==> config.mk <==
export PLATFORM = sky130hd
export DESIGN_NAME = dma_reg_loader
export DESIGN_NICKNAME = d
export VERILOG_FILES = /design/src/rtl/dma_reg_loader.sv
export SDC_FILE = /design/constraint.sdc
export NUM_CORES = 1
export LEC_CHECK = 0
export ABC_AREA = 1
export BUFFER_PORTS_ARGS = -buffer_cell sky130_fd_sc_hd__buf_2
export CAP_MARGIN = 30
export CORE_MARGIN = 2
export CORE_UTILIZATION = 35
export CTS_BUF_LIST = sky130_fd_sc_hd__clkbuf_8
export DETAILED_ROUTE_END_ITERATION = 12
export GPL_TIMING_DRIVEN = 0
export PLACE_DENSITY = 0.59
export SLEW_MARGIN = 40
export SYNTH_ARGS = -nofsm -noshare
export SYNTH_HDL_FRONTEND = slang
export SYNTH_SLANG_ARGS = --single-unit
==> constraint.sdc <==
create_clock -name clk -period 1.3 [get_ports clk]
set_input_delay 0.065 -clock clk [delete_from_list [all_inputs] [get_ports clk]]
set_output_delay 0.065 -clock clk [all_outputs]
set_load 0.01 [all_outputs]
==> src/rtl/dma_reg_loader.sv <==
// Write/command side of an Am2940-style DMA address generator: decodes host
// instructions, owns the address/word/control state and steers the read mux.
module dma_reg_loader #(
    parameter int W = 4
) (
    input  logic         clk,
    input  logic         rst_n,
    input  logic [2:0]   instr,
    input  logic [W-1:0] data_in,
    input  logic         instr_valid,
    output logic         instr_ready,
    input  logic         cnt_step,
    output logic [W-1:0] addr_cnt,
    output logic [W-1:0] word_cnt,
    output logic [2:0]   ctrl_reg,
    output logic [1:0]   seld,
    output logic         rd_valid,
    output logic         count_en,
    output logic         done
);

    typedef enum logic [2:0] {
        OP_WRCR   = 3'd0,
        OP_RDCR   = 3'd1,
        OP_RDWC   = 3'd2,
        OP_RDAC   = 3'd3,
        OP_REINIT = 3'd4,
        OP_LDAD   = 3'd5,
        OP_LDWC   = 3'd6,
        OP_ENCT   = 3'd7
    } op_e;

    typedef enum logic {
        IDLE  = 1'b0,
        RDOUT = 1'b1
    } state_e;

    state_e       state, state_nxt;
    logic [W-1:0] addr_reg;
    logic [W-1:0] word_reg;
    logic         accept;
    logic         is_read;
    logic         step_ok;
    logic [W-1:0] addr_stepped;
    logic [W-1:0] word_stepped;

    assign accept  = instr_valid & instr_ready;
    assign is_read = (instr == OP_RDCR) || (instr == OP_RDWC) || (instr == OP_RDAC);
    // An accepted instruction always wins over a same-cycle step.
    assign step_ok = cnt_step & count_en & ~done & ~accept;

    assign addr_stepped = ctrl_reg[2] ? (addr_cnt - W'(1)) : (addr_cnt + W'(1));
    assign word_stepped = word_cnt - W'(1);

    // State register
    always_ff @(posedge clk or negedge rst_n) begin
        if (!rst_n) begin
            state <= IDLE;
        end else begin
            state <= state_nxt;
        end
    end

    // Next-state logic
    always_comb begin
        state_nxt = state;
        case (state)
            IDLE:    if (accept && is_read) state_nxt = RDOUT;
            RDOUT:   state_nxt = IDLE;
            default: state_nxt = IDLE;
        endcase
    end

    // Handshake outputs decode directly from the state flop
    always_comb begin
        instr_ready = 1'b0;
        rd_valid    = 1'b0;
        case (state)
            IDLE:    instr_ready = 1'b1;
            RDOUT:   rd_valid    = 1'b1;
            default: instr_ready = 1'b0;
        endcase
    end

    // Register file and counters
    always_ff @(posedge clk or negedge rst_n) begin
        if (!rst_n) begin
            addr_reg <= '0;
            word_reg <= '0;
            addr_cnt <= '0;
            word_cnt <= '0;
            ctrl_reg <= '0;
            seld     <= '0;
            count_en <= 1'b0;
            done     <= 1'b0;
        end else if (accept) begin
            case (instr)
                OP_WRCR:   ctrl_reg <= data_in[2:0];
                OP_RDCR:   seld     <= 2'b10;
                OP_RDWC:   seld     <= 2'b01;
                OP_RDAC:   seld     <= 2'b00;
                OP_REINIT: begin
                    addr_cnt <= addr_reg;
                    word_cnt <= word_reg;
                    done     <= 1'b0;
                end
                OP_LDAD: begin
                    addr_reg <= data_in;
                    addr_cnt <= data_in;
                end
                OP_LDWC: begin
                    word_reg <= data_in;
                    word_cnt <= data_in;
                    done     <= 1'b0;
                end
                OP_ENCT: begin
                    count_en <= 1'b1;
                    done     <= (word_cnt == '0);
                end
                default: ;
            endcase
        end else if (step_ok) begin
            addr_cnt <= addr_stepped;
            word_cnt <= word_stepped;
            if (word_stepped == '0) begin
                done     <= 1'b1;
                count_en <= 1'b0;
            end
        end
    end

endmodule

# Word-level counts from Yosys, hierarchy flattened
# Index checks and enable logic that the tools add are counted.
# word_totals
reg_bits,24
in_bits,11
out_inout_bits,17
# classes
add_sub_neg,3
eq_ne,11
mux,20
n_bitwise,7
reduce_logical,18
# op_table
op,n
$mux 4,5
$pmux 4 s2,2
$eq 3x3->1 const B,4
$reduce_and 2->1,6
$mux 1,10
$logic_not 4->1,2
$sub 4x1->4 const B,2
$eq 3x2->1 const B,2
$ne 3x1->1 const B,2
$pmux 2 s3,1
$reduce_and 3->1,2
$add 4x1->4 const B,1
$and 1x1->1,4
$pmux 1 s2,2
$reduce_bool 2->1,2
$eq 3x1->1 const B,1
$logic_not 3->1,1
$ne 3x2->1 const B,1
$not 1->1,3
$reduce_bool 3->1,1
$logic_or 1x1->1,2
$ne 2x1->1 const B,1
$reduce_or 2->1,1
$logic_and 1x1->1,1

# Depth between registers and ports, before layout
# depth
word_depth,6
ltp_mapped,10
depth_no_buf,10

# Least setup slack after synthesis
# OpenSTA, ideal clock, no wires.
# synth_timing
kind,register to register
start,reg addr_cnt[0]
end,reg addr_cnt[2]
arrival_time_ns,1.298
setup_slack_ns,-0.122
path_stages_with_launch,9
n_path_buf,0
path_cell_list,dfrtp_1 > inv_1 > fa_1 > nand2_1 > inv_1 > o21ai_0 > nand2_1 > nand2_1 > nand3_1
# synth_between
elab_chain_cells,4
word_cells_on_any_way,5
# synth_lines
element,line,source
"start, declared",13,"output logic [W-1:0] addr_cnt,"
"start signal, assigned",103,addr_cnt <= addr_reg;
"start signal, assigned",109,addr_cnt <= data_in;
"start signal, assigned",123,addr_cnt <= addr_stepped;
$add 4x1->4 or $sub 4x1->4 (tied branches),52,assign addr_stepped = ctrl_reg[2] ? (addr_cnt - W'(1)) : (addr_cnt + W'(1));
$mux 4 (*),52,
$mux 4 (*),122,end else if (step_ok) begin
$mux 4 (*),96,end else if (accept) begin
# Every way passes the cells marked *; elsewhere a longest branch is shown, timed or not. The select of a mux whose other input is x is not followed.
# A chain may end at the register's enable or synchronous reset.

# Worst setup path after layout
# layout_timing
start,reg ctrl_reg[2]
end,reg addr_cnt[2]
# layout_between
elab_chain_cells,3
# layout_lines
element,line,source
"start, declared",15,"output logic [2:0] ctrl_reg,"
"start signal, assigned",98,OP_WRCR: ctrl_reg <= data_in[2:0];
$mux 4,52,
$mux 4,122,
$mux 4,96,
# No other way between the ends. The select of a mux whose other input is x is not followed.

==> flow_summary.ini <==
[worst_setup_path]
cpMostUsedCell = nand2_1
path_class = reg2reg
r2r-end = addr_cnt[2]$_DFFE_PN0P_
rr_startpoint = ctrl_reg[2]$_DFFE_PN0P_
crit_end = addr_cnt[2]$_DFFE_PN0P_
crit_path_end_kind = register
cpPeakStageDelay_ns = 0.44
crit_required_ns = 1.46
reg2regPathDepth = 8
critPathLaunchType = register
critPathMaxFanout = 5
startpoint = ctrl_reg[2]$_DFFE_PN0P_
worstPathCellList = inv_2, fa_2, nand2_1, inv_1, o21ai_1, nand2_1, nand2_1, nand3_1
crit_arrival_ns = 1.50
cp_slowest_cell = dfrtp_2
ff2ff_setup_slack_ns = -0.04

[power]
internal-power_uw = 2170
power.static_leakage_uw = 0.00101
ir_drop_mv = 0.537
p_switching_uw = 1370
power_density_nw_per_um2 = 1860
power.share.clock = 0.187
comb_power_share = 0.483
seqPwrFrac = 0.331
sw_frac_of_total = 0.387

[detailed_routing]
route.detailed.drc = 0
dr.first_iter.drc_count = 35
firstDrtPassIters = 4
wl_mm = 3.27
vias = 1310
wl_per_cell_um = 11.7
viasPerCell = 4.68
postRouteAntennaNets = 0

[clock_network]
ctsHtreeMaxLevel = 1
clockBufferDepth = 2
cts.sinks = 24
cts_tree = done
path_clk_slew_ns = 0.09
root_buffer = clkbuf_8
clk_latency_ns = 0.27
cts_buffers = 3

[status]
status = complete, but fails checks
violations = negative setup slack

[finish]
drive_gt1_frac = 0.365
final_cells = 280
n_antenna_cell = 0
fin_util = 0.480
syn_to_final_growth_pct = 32.8
layout.nets = 248

[global_routing]
grt_pass1_vias = 1204
gr-total-overflow = 0
grt_use_total = 0.162
grt_max_degree = 25
grt_first_pass_wirelength_mm = 5.49
antenna_found_initial = 0

[yosys]
postSynthRegisterBits = 24
synth_area_um2 = 1440
synth.net_count = 204
yosys_warnings = 0
synth_flop_cell = dfrtp_1
ys_seq_area_frac = 0.418
yosysTopAreaCell = dfrtp_1
ys_top_cells_by_area = dfrtp_1, nand2_1, nand3_1
synth_common_cells = nand2_1, dfrtp_1, nand3_1
yosys.cell_types.count = 26
synth_top_area_share = 0.418
avgSynthCellArea_um2 = 7.67
syn_inst = 187
synth_edf_count = 0
async_flop_share = 1.00
yosysMostFrequentCell = nand2_1

[place]
portBuffers = 26
hpwl_mm = 2.44
gp_congestion = 0.820
dp.cells = 263
pre_cts_slack_ns = -0.0692

[die]
initial_core_util = 0.361
die_w_um = 68.0
io_pins = 28
row_count = 23
die_area_um2 = 4630
fp.dieH_um = 68.0
coreArea_um2 = 3970

[sta]
finalClockSkew_ns = 0.00465
min_period_ns = 1.34
max_freq_mhz = 748
setup_viol = 2
slew_headroom = 0.626
fin_tns_setup_ns = -0.0565
setup_ws_ns = -0.0366
worst_pin_slew_ns = 0.560
maxSlewViolCount = 0
rsz0062_at_grt = yes
final_hold_viol_count = 0
min_period_over_period = 1.03

[job]
maxCapViolCount = 0

[worst_hold_path]
hold_path_class = in2reg
logic make-up (layout without fill, tap and decap cells):
kind of cell	after synthesis	in the layout	synth area share
adder cells (fa/ha/maj)	6	6	0.0575
flip-flops	24	24	0.418
AND/OR/NAND/NOR	111	111	0.366
AO/OA/AOI/OAI	18	18	0.0785
buffers and inverters	28	71	0.0793
cell usage in the layout (no fill, tap or decap), types with 3 or more instances in the layout:
cell type,count
o21ai_0,6
buf_2,26
nand2_2,3
nor2_1,3
nand3_2,3
nand2_1,65
ha_1,3
clkbuf_8,3
inv_2,8
nor2_2,5
dfrtp_1,22
inv_1,15
nand3_1,21
buf_4,13
nor2_4,3
how the worst min path moves through the flow:
stage                     startpoint                       to  slack, ns  depth (start not counted)
after CTS                 data_in[3]  addr_reg[3]$_DFFE_PN0P_       0.05                          3
after global routing      data_in[3]  addr_reg[3]$_DFFE_PN0P_       0.07                          3
after floorplan                rst_n  addr_cnt[0]$_DFFE_PN0P_      -0.23                          0
after global placement         rst_n  word_cnt[3]$_DFFE_PN0P_       0.09                          1
final                     data_in[3]  addr_reg[3]$_DFFE_PN0P_       0.05                          3
after detailed placement       rst_n  word_cnt[3]$_DFFE_PN0P_       0.09                          1
through the flow:
stage | instance area (um2) | total power [uW] | hold WS [ns]
floorplan | 1440 | 2120 | -0.231
global placement | 1640 | 2520 | 0.0898
detailed placement | 1640 | 2550 | 0.0861
CTS | 1800 | 3410 | 0.0462
global route | 1910 | 3860 | 0.0652
finish | 1910 | 3550 | 0.0466
per-layer routing:
layer / global-route usage / wire (um) / vias up
li1: - / - / 680
met1: 0.234 / 1630 / 601
met2: 0.243 / 1460 / 24
met3: 0.0148 / 107 / 5
met4: 0.0750 / 71 / 0
met5: 0 / 0 / -
power by group through the flow:
stage	logic [uW]	clock network (uW)	registers (uW)
after global routing	1940	708	1220
final	1710	662	1170
after CTS	1570	681	1160
after global placement	1330	0	1180
after floorplan	872	0	1250
after detailed placement	1360	0	1190
critical path: cells and delay by family, from the launching register on:
family	cells	cell delay, ns
adders and majority gates	1	0.33
DFF	1	0.44
and+or+nand+nor	4	0.24
buffers and inverters	2	0.10
AOI/OAI and AO/OA	1	0.12
final cells by class:
class / instances / area, um2
plain buffers: 3 / 30.0
clock buffers: 3 / 41.3
clock inverters: 1 / 30.0
fillers: 409 / 2070
inverters: 25 / 109
multi-input cells: 135 / 800
flip-flops and latches: 24 / 603
well taps: 50 / 62.6
repair buffers: 39 / 230
what timing repair did:
| action | CTS | global route |
|---|---|---|
| endpoints found under the setup margin | 9 | 11 |
| hold buffers | 1 | 0 |
| hold endpoints to repair | 24 | 0 |
| setup buffers | 7 | 5 |
| gates resized for setup | 5 | 24 |
| pin swaps | 2 | 8 |
Power figures use the tool's default switching activity.
